File: src/rtl/wb_tft_controller.sv
// Wishbone TFT timing generator: sync/DE timing plus solid fill or colour bars.
// Registers: CONTROL, STATUS, FILL_COLOR, GEOMETRY, FRAME_COUNT; end-of-frame irq.
module wb_tft_controller #(
    parameter int H_ACTIVE = 480,
    parameter int H_FP     = 2,
    parameter int H_SYNC   = 41,
    parameter int H_BP     = 2,
    parameter int V_ACTIVE = 272,
    parameter int V_FP     = 2,
    parameter int V_SYNC   = 10,
    parameter int V_BP     = 2,
    parameter int PCLK_DIV = 4
) (
    input  logic        clk,
    input  logic        rst,
    input  logic        wbs_we_i,
    input  logic        wbs_cyc_i,
    input  logic        wbs_stb_i,
    input  logic [31:0] wbs_adr_i,
    input  logic [31:0] wbs_dat_i,
    output logic [31:0] wbs_dat_o,
    output logic        wbs_ack_o,
    output logic        wbs_int_o,
    output logic [7:0]  red,
    output logic [7:0]  green,
    output logic [7:0]  blue,
    output logic        pclk,
    output logic        disp_en,
    output logic        hsync,
    output logic        vsync,
    output logic        data_en
);

    typedef logic [15:0] cnt_t;

    localparam int H_TOTAL = H_ACTIVE + H_FP + H_SYNC + H_BP;
    localparam int V_TOTAL = V_ACTIVE + V_FP + V_SYNC + V_BP;
    localparam int PW      = (PCLK_DIV > 2) ? $clog2(PCLK_DIV) : 1;

    localparam cnt_t H_ACT   = cnt_t'(H_ACTIVE);
    localparam cnt_t H_LAST  = cnt_t'(H_TOTAL - 1);
    localparam cnt_t HS_BEG  = cnt_t'(H_ACTIVE + H_FP);
    localparam cnt_t HS_END  = cnt_t'(H_ACTIVE + H_FP + H_SYNC);
    localparam cnt_t V_ACT   = cnt_t'(V_ACTIVE);
    localparam cnt_t V_ALAST = cnt_t'(V_ACTIVE - 1);
    localparam cnt_t V_LAST  = cnt_t'(V_TOTAL - 1);
    localparam cnt_t VS_BEG  = cnt_t'(V_ACTIVE + V_FP);
    localparam cnt_t VS_END  = cnt_t'(V_ACTIVE + V_FP + V_SYNC);
    localparam cnt_t BAR_W   = cnt_t'(H_ACTIVE / 8);

    localparam logic [PW-1:0] P_LAST = PW'(PCLK_DIV - 1);
    localparam logic [PW-1:0] P_HALF = PW'(PCLK_DIV / 2);

    logic          en;
    logic          ie;
    logic          pat;
    logic [23:0]   fill;
    logic [23:0]   fill_pix;
    logic          frame_done;
    logic [31:0]   frame_cnt;
    logic [PW-1:0] presc;
    cnt_t          hcnt;
    cnt_t          vcnt;

    logic        bus_req;
    logic [2:0]  sel;
    logic        status_rd;
    logic        tick;
    logic        eof;
    logic        in_vblank;
    logic [31:0] rd_data;
    cnt_t        bar_q;
    logic [2:0]  bar;
    logic        active;
    logic [23:0] pix_rgb;
    logic        unused_bits;

    assign bus_req   = wbs_cyc_i & wbs_stb_i & ~wbs_ack_o;
    assign sel       = wbs_adr_i[2:0];
    assign status_rd = bus_req & ~wbs_we_i & (sel == 3'd1);
    assign tick      = en && (presc == P_LAST);
    assign eof       = tick && (hcnt == H_LAST) && (vcnt == V_ALAST);
    assign in_vblank = vcnt >= V_ACT;

    assign bar_q   = hcnt / BAR_W;
    assign bar     = bar_q[2:0];
    assign active  = (hcnt < H_ACT) && (vcnt < V_ACT);
    // Bar order white..black maps to R=~b1, G=~b2, B=~b0.
    assign pix_rgb = pat ? {{8{~bar[1]}}, {8{~bar[2]}}, {8{~bar[0]}}}
                         : fill_pix;

    assign unused_bits = ^{wbs_adr_i[31:3], wbs_dat_i[31:24], bar_q[15:3]};

    always_comb begin
        rd_data = 32'd0;
        unique case (1'b1)
            (sel == 3'd0): rd_data = {29'd0, pat, ie, en};
            (sel == 3'd1): rd_data = {30'd0, in_vblank, frame_done};
            (sel == 3'd2): rd_data = {8'd0, fill};
            (sel == 3'd3): rd_data = {16'(H_ACTIVE), 16'(V_ACTIVE)};
            (sel == 3'd4): rd_data = frame_cnt;
            default:       rd_data = 32'd0;
        endcase
    end

    always_ff @(posedge clk or negedge rst) begin
        if (!rst) begin
            wbs_ack_o <= 1'b0;
            wbs_dat_o <= 32'd0;
            en        <= 1'b0;
            ie        <= 1'b0;
            pat       <= 1'b0;
            fill      <= 24'd0;
        end else begin
            wbs_ack_o <= bus_req;
            if (bus_req) begin
                if (wbs_we_i) begin
                    if (sel == 3'd0) {pat, ie, en} <= wbs_dat_i[2:0];
                    if (sel == 3'd2) fill <= wbs_dat_i[23:0];
                end else begin
                    wbs_dat_o <= rd_data;
                end
            end
        end
    end

    // A frame end in the same clk as a STATUS read keeps FRAME_DONE set.
    always_ff @(posedge clk or negedge rst) begin
        if (!rst) begin
            frame_done <= 1'b0;
            frame_cnt  <= 32'd0;
            wbs_int_o  <= 1'b0;
        end else begin
            if (eof) begin
                frame_done <= 1'b1;
                frame_cnt  <= frame_cnt + 32'd1;
            end else if (status_rd) begin
                frame_done <= 1'b0;
            end
            wbs_int_o <= ie & frame_done;
        end
    end

    always_ff @(posedge clk or negedge rst) begin
        if (!rst) begin
            presc    <= '0;
            hcnt     <= '0;
            vcnt     <= '0;
            fill_pix <= 24'd0;
        end else begin
            if (!en || tick) fill_pix <= fill;
            if (!en) begin
                presc <= '0;
                hcnt  <= '0;
                vcnt  <= '0;
            end else begin
                presc <= tick ? '0 : presc + 1'b1;
                if (tick) begin
                    if (hcnt == H_LAST) begin
                        hcnt <= '0;
                        vcnt <= (vcnt == V_LAST) ? '0 : vcnt + 16'd1;
                    end else begin
                        hcnt <= hcnt + 16'd1;
                    end
                end
            end
        end
    end

    always_ff @(posedge clk or negedge rst) begin
        if (!rst) begin
            {red, green, blue} <= 24'd0;
            pclk    <= 1'b0;
            disp_en <= 1'b0;
            hsync   <= 1'b1;
            vsync   <= 1'b1;
            data_en <= 1'b0;
        end else if (!en) begin
            {red, green, blue} <= 24'd0;
            pclk    <= 1'b0;
            disp_en <= 1'b0;
            hsync   <= 1'b1;
            vsync   <= 1'b1;
            data_en <= 1'b0;
        end else begin
            {red, green, blue} <= active ? pix_rgb : 24'd0;
            pclk    <= presc < P_HALF;
            disp_en <= 1'b1;
            hsync   <= !((hcnt >= HS_BEG) && (hcnt < HS_END));
            vsync   <= !((vcnt >= VS_BEG) && (vcnt < VS_END));
            data_en <= active;
        end
    end

endmodule

File: config.mk
export PLATFORM = sky130hd
export DESIGN_NAME = wb_tft_controller
export DESIGN_NICKNAME = d
export VERILOG_FILES = /design/src/rtl/wb_tft_controller.sv
export SDC_FILE = /design/constraint.sdc
export NUM_CORES = 1
export LEC_CHECK = 0
export ABC_AREA = 0
export CORE_AREA = 2 2 178 180
export CTS_BUF_LIST = sky130_fd_sc_hd__clkbuf_8
export DETAILED_ROUTE_END_ITERATION = 7
export DIE_AREA = 0 0 180 182
export MAX_ROUTING_LAYER = met4
export PLACE_DENSITY = 0.56
export SLEW_MARGIN = 30
export SYNTH_ARGS = -nofsm -noshare
export SYNTH_HDL_FRONTEND = slang
export SYNTH_SLANG_ARGS = --single-unit
export TNS_END_PERCENT = 30
File: constraint.sdc
create_clock -name clk -period 10.1 [get_ports clk]
set_input_delay 1.515 -clock clk [delete_from_list [all_inputs] [get_ports clk]]
set_output_delay 1.515 -clock clk [all_outputs]
set_load 0.01 [all_outputs]
* After elaboration in Yosys (flattened, before gate mapping) *
Index checks and enable logic that the tools add are counted.

word-level totals
  bits in registers = 181

cells by class
  add/sub/neg operators = 4
  divide/modulo/power cells = 1
  $lt $le $gt $ge = 8
  equality and inequality tests = 10
  mux-type cells = 22
  bitwise operators = 10
  reductions and logical operators = 16

operator list
  kind                                                                                   number
  32-bit one-hot mux with 5 select lines                                                 1
  16-bit two-way mux                                                                     7
  16-bit by 9-bit greater-or-equal comparator with 1-bit output (second input constant)  3
  16-bit by 9-bit < comparator with 1-bit output (second input constant)                 3
  24-bit two-way mux                                                                     2
  16-bit by 1-bit adder with 16-bit output (second input constant)                       2
  32-bit by 1-bit adder with 32-bit output (second input constant)                       1
  16-bit by 9-bit == test with 1-bit output (second input constant)                      2
  8-bit two-way mux                                                                      3
  16-bit by 6-bit divider with 16-bit output (second input constant)                     1
  16-bit by 10-bit == test with 1-bit output (second input constant)                     1
  16-bit by 10-bit < comparator with 1-bit output (second input constant)                1
  1-bit two-way mux                                                                      7
  3-bit by 2-bit == test with 1-bit output (second input constant)                       2
  1-bit logical AND                                                                      6
  3-bit AND reduction                                                                    2
  1-bit bitwise AND                                                                      5
  1-bit NOT                                                                              5
  2-bit two-way mux                                                                      2
  2-bit by 1-bit != test with 1-bit output (second input constant)                       2
  2-bit AND reduction                                                                    2
  3-bit by 1-bit == test with 1-bit output (second input constant)                       1
  3-bit == test (second input constant)                                                  1
  1-bit zero test                                                                        3
  other kinds (6)                                                                        6

* Depth between registers and ports, before layout *
Gate-level depths: netlist of run 1.

  depth in word-level cells = 6
  mapped depth = 18
  gate-level depth less buffers = 14

* Worst setup path after synthesis of run 1 *
No wires, ideal clock.

  path kind = reg-to-reg
  start point = register hcnt[10]
  end point = register blue[0]
  setup time = 0.151 ns
  data arrival time = 4.223 ns
  required time = 9.949 ns
  slack = 5.726 ns
  cell stages (with the launch flop) = 17
  buffers on the path = 2
  clock period less this slack = 4.374 ns
  cell sequence = dfrtp_1 -> buf_6 -> maj3_2 -> o21a_1 -> o211a_1 -> mux2_4 -> nand3_1 -> a21oi_1 -> or4_4 -> buf_6 -> or3_4 -> a21oi_4 -> mux2_4 -> xnor2_1 -> nor4_4 -> mux2i_1 -> a211oi_1

between the ends
  cells in the longest elaborated chain, start to end = 5
  elaborated cells on any way between the ends = 7
  classes of those cells = div: 1; order compare: 1; mux: 3; bitwise: 1; reduce/logical: 1

RTL lines
  element                                     RTL line  source
  start: declaration                          62        cnt_t hcnt;
  start signal: assignment                    163       hcnt <= hcnt + 16'd1;
  16-bit by 6-bit divider with 16-bit output  85        assign bar_q = hcnt / BAR_W;
  1-bit NOT                                   89        assign pix_rgb = pat ? {{8{~bar[1]}}, {8{~bar[2]}}, {8{~bar[0]}}}
  24-bit two-way mux                          89
  24-bit two-way mux *                        186       {red, green, blue} <= active ? pix_rgb : 24'd0;
  8-bit two-way mux *                         178       end else if (!en) begin
  end signal: assignment                      186
  end: declaration                            26        output logic [7:0] blue,

Mark *: on every way between the ends. The rest lies on a longest branch, timed or not.
A chain may end at the register's enable or synchronous reset.

* Final worst setup path of run 1 *
  start point = register hcnt[11]
  end point = register blue[1]

The elaborated chain is that of the path after synthesis.

==> out/metrics.cfg, run 1 <==
[cts]
htreeDepth = 4
cts_root_buf = clkbuf_8
holdBufCountCts = 0
cts_buffers = 17
cts_setup_buffers = 0
ctsResizeCount = 0
clock_latency_ps = 460
cts_tree = done
cts.clk_slew.worst_paths_ps = 110
clockBufferDepth = 2
cts.sinks = 181

[route]
drc = 0
routed-via-count = 6932
via_per_inst = 4.90
drtIter0Drc = 425
antenna_left = 0
routedWlPerCell_um = 15.7
dr.pass1.iters = 5
wl_mm = 22.3

[sta]
layout_min_cycle_time_ps = 5070
setup_viol = 0
setup_tns_ps = 0
max_freq_ghz = 0.197
worst_slew_pin_slew_ps = 902
timing.final.crit_share_pct = 50.2
finalMaxSlewViolations = 0
rsz0062_at_grt = no
relSlewSlack_pct = 39.3
finClkSkew_ps = 15.5
finalHoldViolations = 0

[worst_setup_path]
critPathArrivalTime_ps = 5370
cp_num_buf_inv = 0
crit_path_max_fanout = 15
worst-setup-path-type = reg -> reg
reg2reg_from = hcnt[11]$_DFFE_PN0P_
slowest_delay_ps = 710
cp_slowest_cell = dfrtp_1
required_ps = 10400
end_kind = flip-flop
cp_top_family = simple AND/OR/NAND/NOR gates
path_cells = and2_1 > nand3_1 > a21oi_2 > mux2_4 > nand3_1 > a21oi_1 > or4_4 > or3_4 > a21oi_4 > mux2_4 > xnor2_1 > nor4_4 > mux2i_1 > a211oi_1
critPathLaunchType = flip-flop
critPathLaunch = hcnt[11]$_DFFE_PN0P_

[pwr]
peakVddDrop_uv = 75.1
power_switching_w = 0.000452
internal_power_w = 0.00108
pwr-share-clk_pct = 30.6
p_per_area_mw_per_mm2 = 142
p_leak_nw = 4.63
switching_share_pct = 29.5
sequentialPowerShare_pct = 55.1
p_comb_share_pct = 14.4

[synth]
ys_top_cells_by_count = dfrtp_1 (179), nand2_1 (166), nor2_1 (56)
ys_warn_count = 0
synth_cells = 933
yosys-top-cells-area = dfrtp_1 (49%), nand2_1 (6.8%), mux2_2 (3.9%)
synthDistinctLibCells = 79
synth_edf_count = 0
yosys.area.top_type = dfrtp_1
async_reset_ff_share_pct = 100
syn_area_mm2 = 0.00913
ys_seq_area_share_pct = 49.6
syn_avg_cell_area_um2 = 9.79
yosysTopAreaCellShare_pct = 49.1
synth_fp_nets = 1009
synth_most_common_cell = dfrtp_1
ys.flop_type = dfrtp_1
ys_ff_latch = 181

[final_layout]
area_growth_pct = 18.2
layout-drive-gt1-share_pct = 10.5
nFillCells = 3147
final_nets = 1077
fin_area_mm2 = 0.0108

[min_path]
hold_path.class = reg -> reg
min_from = presc[0]$_DFF_PN0_

[floorplan]
die_y_um = 182
std_cell_rows = 65
pin_count = 132
fp.dieArea_mm2 = 0.0328
core_area_mm2 = 0.0310
fp.dieW_um = 180
start_util_pct = 29.5

[global_route]
gr-usage-all-layers_pct = 14.1
antenna_found_initial = 1
grt_pass1_vias = 6678
grt_remaining_overflow = 0
grt_pass1_wl_mm = 36.4
grt_max_degree = 106

[run]
max_cap_violations = 0

[run_status]
outcome = finished clean

[place]
dp_hpwl_mm = 15.8
dpl_cell_area_mm2 = 0.0104
port-buffer-count = 94
routabilityCongestion = 0.826

[path summary, 6_finish.rpt]
kind                                         to  slack (ps)  cells after the start
max reg2reg                   blue[1]$_DFF_PN0_        5030                     14
min in group asynchronous  fill[19]$_DFFE_PN0P_        1180                      1
min                          presc[0]$_DFF_PN0_         440                      1
max in group asynchronous  hcnt[14]$_DFFE_PN0P_        7710                      2
max                           blue[1]$_DFF_PN0_        5030                     14
min reg2reg                  presc[0]$_DFF_PN0_         440                      1
[per-stage QoR]
stage               power, W  setup slack (ps)  utilization, %  hold slack, ps  std cells
finish               0.00153              5030            34.8             444       1416
global route         0.00162              4640            34.8             462       1416
CTS                  0.00156              5060            34.8             448       1415
detailed placement   0.00108              5110            33.6             435       1384
global placement     0.00108              5140            33.6             421       1384
floorplan           0.000958              5730               -             407        933
[layout by cell type, fill, tap and decap left out, types with 19 or more instances in the layout]
master and n:
nor2_1 56, o21ai_0 47, nand2_1 166, and3_1 23, a21oi_1 32, mux2_2 32, clkbuf_8 19, nand2b_1 22
nand3_1 34, o31ai_1 19, a22oi_1 19, xor2_1 22, clkdlybuf4s50_1 93, xnor2_1 30, dfrtp_1 179
[flip-flops by register name, indices dropped and copies added (netlist names)]
register	cells
hsync	1
data_en	1
presc	2
ie	1
frame_cnt	32
blue	8
disp_en	1
fill_pix	24
green	8
wbs_ack_o	1
vsync	1
pat	1
vcnt	16
pclk	1
hcnt	16
frame_done	1
red	8
wbs_dat_o	32
wbs_int_o	1
fill	24
en	1
[power groups by stage]
| stage | sequential (W) | combinational (W) | clock, W |
|---|---|---|---|
| after floorplan | 0.000847 | 0.000112 | 0 |
| after global placement | 0.000857 | 0.000223 | 0 |
| after detailed placement | 0.000858 | 0.000224 | 0 |
| after CTS | 0.000844 | 0.000225 | 0.000489 |
| after global routing | 0.000853 | 0.000246 | 0.000518 |
| final | 0.000844 | 0.000220 | 0.000468 |
[cell families (layout without fill, tap and decap cells)]
| kind of cell | after synthesis | in the layout | share of synthesized area [%] |
|---|---|---|---|
| flops | 181 | 181 | 49.6 |
| mux | 43 | 43 | 5.26 |
| other cells | 0 | 1 | 0 |
| simple gates | 381 | 381 | 20.2 |
| compound gates | 200 | 200 | 15.4 |
| xor+xnor | 53 | 53 | 5.17 |
| fa+ha+maj | 10 | 10 | 1.32 |
| buf+inv | 65 | 145 | 3.07 |
[cell type report]
class	instances	area [um^2]	area share, %
sequential	181	4530	42.0
multi-input combinational	687	4340	40.2
timing repair buffer	102	1010	9.35
tap	402	503	4.66
clock buffer	18	248	2.30
clock inverter	13	116	1.08
inverter	12	45.0	0.417
antenna	1	2.50	0.0232
[routing by layer]
layer  global-route usage (%)  up-vias  wire length [um]
met4                     2.80        0               167
met3                     2.61       14               761
met2                     22.1      113             10500
li1                         -     3432                 -
met5                        -        -                 0
met1                     19.2     3373             10800
Note: power is estimated with default switching activity, not from simulation.
==> run 2, diff against run 1 <==
==> constraint.sdc (replaced) <==
create_clock -name clk -period 5.2 [get_ports clk]
set_input_delay 0.78 -clock clk [delete_from_list [all_inputs] [get_ports clk]]
set_output_delay 0.78 -clock clk [all_outputs]
set_load 0.01 [all_outputs]
==> run 2 against run 1 <==
Power up 99%. Sequential cell count unchanged. Sequential power up 94%. Combinational power up 96%. Clock skew up 5.0 ps. Critical path depth up 2. Fmax up 5.4%. Cell count up 0.35%.
==> out/metrics.cfg, run 2 (synthesis results as in run 1) <==
[pwr]
switching_share_pct = 29.7  ; +0.13 points
pwr-share-clk_pct = 32.0  ; +1.4 points
power_switching_w = 0.000903  ; +100%
internal_power_w = 0.00214  ; +98%
peakVddDrop_uv = 162  ; +120%
p_per_area_mw_per_mm2 = 280  ; +97%
p_comb_share_pct = 14.1  ; -0.3 points
totalPowerFinal_w = 0.00304  ; +99%
sequentialPowerShare_pct = 53.9  ; -1.2 points
p_leak_nw = 4.67  ; +0.86%

[final_layout]
area_growth_pct = 19.0
final_nets = 1082  ; +0.46%
layout-drive-gt1-share_pct = 11.1  ; +0.63 points
final_common_cell = dfrtp_1
most-common-layout-cells = dfrtp_1 (178), nand2_1 (166), clkdlybuf4s50_1 (93)
nFillCells = 3132  ; -0.48%
top_regs = frame_cnt x32, wbs_dat_o x32
multi_input_area_mm2 = 0.00433  ; about the same
regArea_mm2 = 0.00453  ; about the same
fin_area_mm2 = 0.0109  ; +0.72%
layout.cells.non_filler = 1421  ; +0.35%
antennaDiodeCount = 0  ; -1

[global_route]
grt_remaining_overflow = 0  ; unchanged
gr-usage-all-layers_pct = 14.3  ; +0.22 points
grt_pass1_vias = 6741  ; +0.94%
grt_max_degree = 113  ; +6.6%
antenna_found_initial = 0  ; -1
grt_pass1_wl_mm = 36.9  ; +1.5%

[cts]
cts_tree = done
cts.clk_slew.worst_paths_ps = 110  ; about the same
cts_root_buf = clkbuf_8
cts.sinks = 181  ; unchanged
clock_latency_ps = 470  ; about the same
cts_buffers = 17  ; unchanged
holdBufCountCts = 0  ; unchanged
clockBufferDepth = 2  ; unchanged
htreeDepth = 4  ; unchanged

[worst_setup_path]
critPathLaunchType = flip-flop
critPathArrivalTime_ps = 5170  ; -200 ps
worst-setup-path-type = reg -> reg
end_kind = flip-flop
crit_path_max_fanout = 12  ; -3
required_ps = 5560  ; -4840 ps

[sta]
finClkSkew_ps = 20.5  ; +5.00 ps
max_freq_ghz = 0.208  ; +5.4%
finalMaxSlewViolations = 0  ; unchanged
setup_tns_ps = 0  ; unchanged
relSlewSlack_pct = 36.9  ; -2.4 points
rsz0062_at_grt = no
worst_slew_pin_slew_ps = 938  ; +36.1 ps
timing.final.crit_share_pct = 92.4  ; +42 points
layout_min_cycle_time_ps = 4810  ; -261 ps
finalHoldViolations = 0  ; unchanged
setup_viol = 0  ; unchanged

[floorplan]
pin_count = 132  ; unchanged
fp.dieArea_mm2 = 0.0328  ; unchanged
core_area_mm2 = 0.0310  ; unchanged
std_cell_rows = 65  ; unchanged
fp.dieW_um = 180  ; unchanged
die_y_um = 182  ; unchanged
start_util_pct = 29.5  ; unchanged

[route]
routed-via-count = 6948  ; +0.23%
via_per_inst = 4.89  ; -0.12%
wl_mm = 22.6  ; +1.2%
routedWlPerCell_um = 15.9  ; +0.81%
antenna_left = 0  ; unchanged
drtIter0Drc = 432  ; +1.6%
drc = 0  ; unchanged
dr.pass1.iters = 5  ; unchanged

[run_status]
outcome = finished clean

[place]
routabilityCongestion = 0.806  ; -2.5%
dp_hpwl_mm = 16.0  ; +1.1%
dpl_cell_area_mm2 = 0.0105  ; +0.38%
dp_cells = 1389  ; +0.36%
port-buffer-count = 94  ; unchanged

[run]
max_cap_violations = 0  ; unchanged

[min_path]
hold_path.class = in -> async

==> run 2: layout make-up <==
cell class,instances,share of cell area [%]
Timing Repair Buffer,107,9.68
Clock inverter,15,1.54
Inverter,12,0.414
Tap cell,402,4.63
Multi-Input combinational cell,687,39.9
Sequential cell,181,41.7
Clock buffer,17,2.15
==> run 2: per-layer routing <==
metal | track usage (%) | vias up | wire, um
met5 | - | - | 0
met4 | 3.06 | 0 | 207
met3 | 2.39 | 10 | 607
met2 | 22.5 | 101 | 10600
met1 | 19.5 | 3398 | 11100
li1 | - | 3439 | -
==> run 2: power groups by stage <==
| stage | Sequential (W) | Clock (W) | Combinational (W) |
|---|---|---|---|
| after floorplan | 0.00165 | 0 | 0.000217 |
| after global placement | 0.00167 | 0 | 0.000434 |
| after detailed placement | 0.00167 | 0 | 0.000439 |
| after CTS | 0.00164 | 0.00100 | 0.000440 |
| after global routing | 0.00166 | 0.00107 | 0.000481 |
| final | 0.00164 | 0.000973 | 0.000431 |
==> run 2: worst paths after layout <==
kind / startpoint / end / slack [ps] / depth (start not counted)
setup / recovery: hcnt[11]$_DFFE_PN0P_ / blue[5]$_DFF_PN0_ / 390 / 16
hold / removal: rst / red[3]$_DFF_PN0_ / 310 / 1
setup reg to reg: hcnt[11]$_DFFE_PN0P_ / blue[5]$_DFF_PN0_ / 390 / 16
hold reg to reg: presc[0]$_DFF_PN0_ / presc[0]$_DFF_PN0_ / 440 / 1
max in group asynchronous: rst / frame_cnt[3]$_DFFE_PN0P_ / 3860 / 2
min in group clk: presc[0]$_DFF_PN0_ / presc[0]$_DFF_PN0_ / 440 / 1
==> run 2: what timing repair did <==
action	CTS	global route
gates resized for setup	0	2
endpoints found under the setup margin	0	7
setup buffers	0	0
==> run 2: through the flow <==
step | utilization (%) | worst slack (ps) | hold slack, ps
final | 35.1 | 393 | 315
after floorplan | - | 826 | 407
after CTS | 35.0 | 316 | 326
after global placement | 33.7 | 435 | 422
after global routing | 35.1 | 28.4 | 341
after detailed placement | 33.7 | 338 | 425
==> run 2: critical path: stages, from the launching register on <==
cell	delay, ps
dfrtp_1	560
buf_4	230
a21oi_2	210
a21o_1	230
o22ai_1	90
a211o_1	380
a21o_2	260
a21oi_1	210
mux2_2	400
nor2_1	250
mux2_2	440
or4_1	550
and3_1	210
o221ai_1	170
mux2i_1	100
buf_4	170
a211oi_1	240
==> run 3, diff against run 2 <==
--- a/config.mk
+++ b/config.mk
@@ -7,11 +7,10 @@
 export LEC_CHECK = 0
 export ABC_AREA = 0
 export CORE_AREA = 2 2 178 180
-export CTS_BUF_LIST = sky130_fd_sc_hd__clkbuf_8
 export DETAILED_ROUTE_END_ITERATION = 7
 export DIE_AREA = 0 0 180 182
 export MAX_ROUTING_LAYER = met4
-export PLACE_DENSITY = 0.56
+export PLACE_DENSITY = 0.6
 export SLEW_MARGIN = 30
 export SYNTH_ARGS = -nofsm -noshare
 export SYNTH_HDL_FRONTEND = slang
==> run 3 against run 2 <==
First-iteration DRC count decreased by 7.4%. Design area up 1.4%. Clock skew decreased by 9.7 ps. Fmax decreased by 2.5%. Worst setup slack worse by 120 ps. Sequential power hardly changed. Critical path depth down 3. Count of clock-buffer cells in the layout stayed put. Register-to-register slack got worse by 120 ps. Clock power up 32%. Critical endpoint is now red[7]$_DFF_PN0_. Power is 10% higher. Core utilization up 0.50 points.
==> out/metrics.cfg, run 3 (synthesis results as in run 1) <==
[pwr]
p_leak_nw = 4.73  ; +1.2%
p_per_area_mw_per_mm2 = 304  ; +8.4%
peakVddDrop_uv = 180  ; +11%
totalPowerFinal_w = 0.00335  ; +10%

[sta]
worst_slew_pin_slew_ps = 878  ; -59.7 ps
finalHoldViolations = 0  ; unchanged
setup_tns_ps = 0  ; unchanged
timing.final.crit_share_pct = 94.8  ; +2.4 points
rsz0062_at_grt = no
max_freq_ghz = 0.203  ; -2.5%
setup_viol = 0  ; unchanged
relSlewSlack_pct = 40.9  ; +4.0 points
finalMaxSlewViolations = 0  ; unchanged
finClkSkew_ps = 10.9  ; -9.67 ps
layout_min_cycle_time_ps = 4930  ; +123 ps

[worst_setup_path]
worst-setup-path-type = reg -> reg
critPathArrivalTime_ps = 5300  ; +130 ps
end_kind = flip-flop
crit_path_max_fanout = 14  ; +2
r2r_cells = 13  ; -3
required_ps = 5570  ; about the same
critPathLaunchType = flip-flop

[route]
met2WireLength_mm = 10.2  ; -3.8%
wl_met1_mm = 11.0  ; -1.3%
routedWlPerCell_um = 15.6  ; -1.6%
routed-via-count = 6961  ; +0.19%
drtIter0Drc = 400  ; -7.4%
via_per_inst = 4.91  ; +0.40%
antenna_left = 0  ; unchanged
dr.pass1.iters = 4  ; -1
wl_mm = 22.1  ; -1.8%
drc = 0  ; unchanged
top_layer = met4
wl_met3_um = 670  ; +10%

[cts]
cts_tree = done
holdBufCountCts = 0  ; unchanged
cts.clk_slew.worst_paths_ps = 80  ; -30 ps
cts_setup_buffers = 0  ; unchanged
clockBufferDepth = 2  ; unchanged
cts_buffers = 17  ; unchanged
cts_root_buf = clkbuf_16
clock_latency_ps = 440  ; -30 ps
cts.sinks = 181  ; unchanged
ctsResizeCount = 0  ; unchanged
htreeDepth = 4  ; unchanged

[floorplan]
std_cell_rows = 65  ; unchanged
core_area_mm2 = 0.0310  ; unchanged
start_util_pct = 29.5  ; unchanged
pin_count = 132  ; unchanged
fp.dieArea_mm2 = 0.0328  ; unchanged
fp.dieW_um = 180  ; unchanged
die_y_um = 182  ; unchanged

[final_layout]
area_growth_pct = 20.7
final_nets = 1078  ; -0.37%
final_common_cell = dfrtp_1
layout.cells.non_filler = 1418  ; -0.21%
layout-drive-gt1-share_pct = 10.8  ; -0.25 points
most-common-layout-cells = dfrtp_1 (176), nand2_1 (166), clkdlybuf4s50_1 (93)
top_regs = frame_cnt x32, wbs_dat_o x32

[place]
dp_cells = 1385  ; -0.29%
port-buffer-count = 94  ; unchanged
routabilityCongestion = 0.831  ; +3.1%
dp_hpwl_mm = 15.7  ; -1.8%

[global_route]
antenna_found_initial = 1  ; +1
grt_pass1_wl_mm = 36.6  ; -0.92%
grt_max_degree = 93  ; -18%
grt_pass1_vias = 6821  ; +1.2%
gr-usage-all-layers_pct = 14.3  ; -0.089 points
grt_remaining_overflow = 0  ; unchanged

[min_path]
hold_path.class = in -> async

[run]
max_cap_violations = 0  ; unchanged

[run_status]
outcome = finished clean

==> run 3: cell types whose count changed in the layout (fill, tap and decap cells not counted), sizes merged <==
cell / delta
clkinvlp: +1
bufinv: -1
buf: -4
diode: +1
==> run 3: through the flow <==
step / util, % / setup slack [ps] / hold WS [ps] / instance area (um^2)
floorplan: - / 826 / 407 / 9130
global placement: 33.6 / 386 / 423 / 10400
detailed placement: 33.7 / 258 / 427 / 10400
CTS: 35.5 / 238 / 424 / 11000
global route: 35.6 / 11.8 / 438 / 11000
finish: 35.6 / 270 / 379 / 11000
==> run 3: layout make-up <==
cell class | instances | area, um^2
clock buffers | 17 | 425
well taps | 402 | 503
multi-input cells | 687 | 4330
diodes | 1 | 2.50
flip-flops and latches | 181 | 4540
repair buffers | 103 | 1020
fillers | 3121 | 20000
inverters | 12 | 45.0
clock inverters | 15 | 161
==> run 3: worst paths after layout <==
path	from	endpoint	slack, ps
setup / recovery	hcnt[15]$_DFFE_PN0P_	red[7]$_DFF_PN0_	270
hold / removal	rst	green[5]$_DFF_PN0_	380
setup reg to reg	hcnt[15]$_DFFE_PN0P_	red[7]$_DFF_PN0_	270
hold reg to reg	presc[0]$_DFF_PN0_	presc[0]$_DFF_PN0_	440
max in group asynchronous	rst	vsync$_DFF_PN1_	3800
min in group clk	presc[0]$_DFF_PN0_	presc[0]$_DFF_PN0_	440
==> run 3: layer usage <==
metal	track usage, %	vias up
li1	-	3435
met1	19.3	3401
met2	22.0	106
met3	2.51	19
met4	4.00	0
met5	-	-
==> run 3: critical path, cell delays in order (launching register included) <==
cell and delay (ps):
dfrtp_1 660, and2_1 330, nand3_1 200, a21oi_2 230, mux2i_1 530, nor4_1 130
or4_4 580, or3_4 430, a21oi_4 200, mux2_4 340, xnor2_1 290, nor4_4 90
a2111oi_4 670, a21o_1 170
==> run 3: report_power, final <==
group / internal [W] / switching [W] / total, W
clock network: 0.000643 / 0.000638 / 0.00128
registers: 0.00154 / 0.000101 / 0.00164
logic: 0.000201 / 0.000226 / 0.000427
total: 0.00238 / 0.000965 / 0.00335
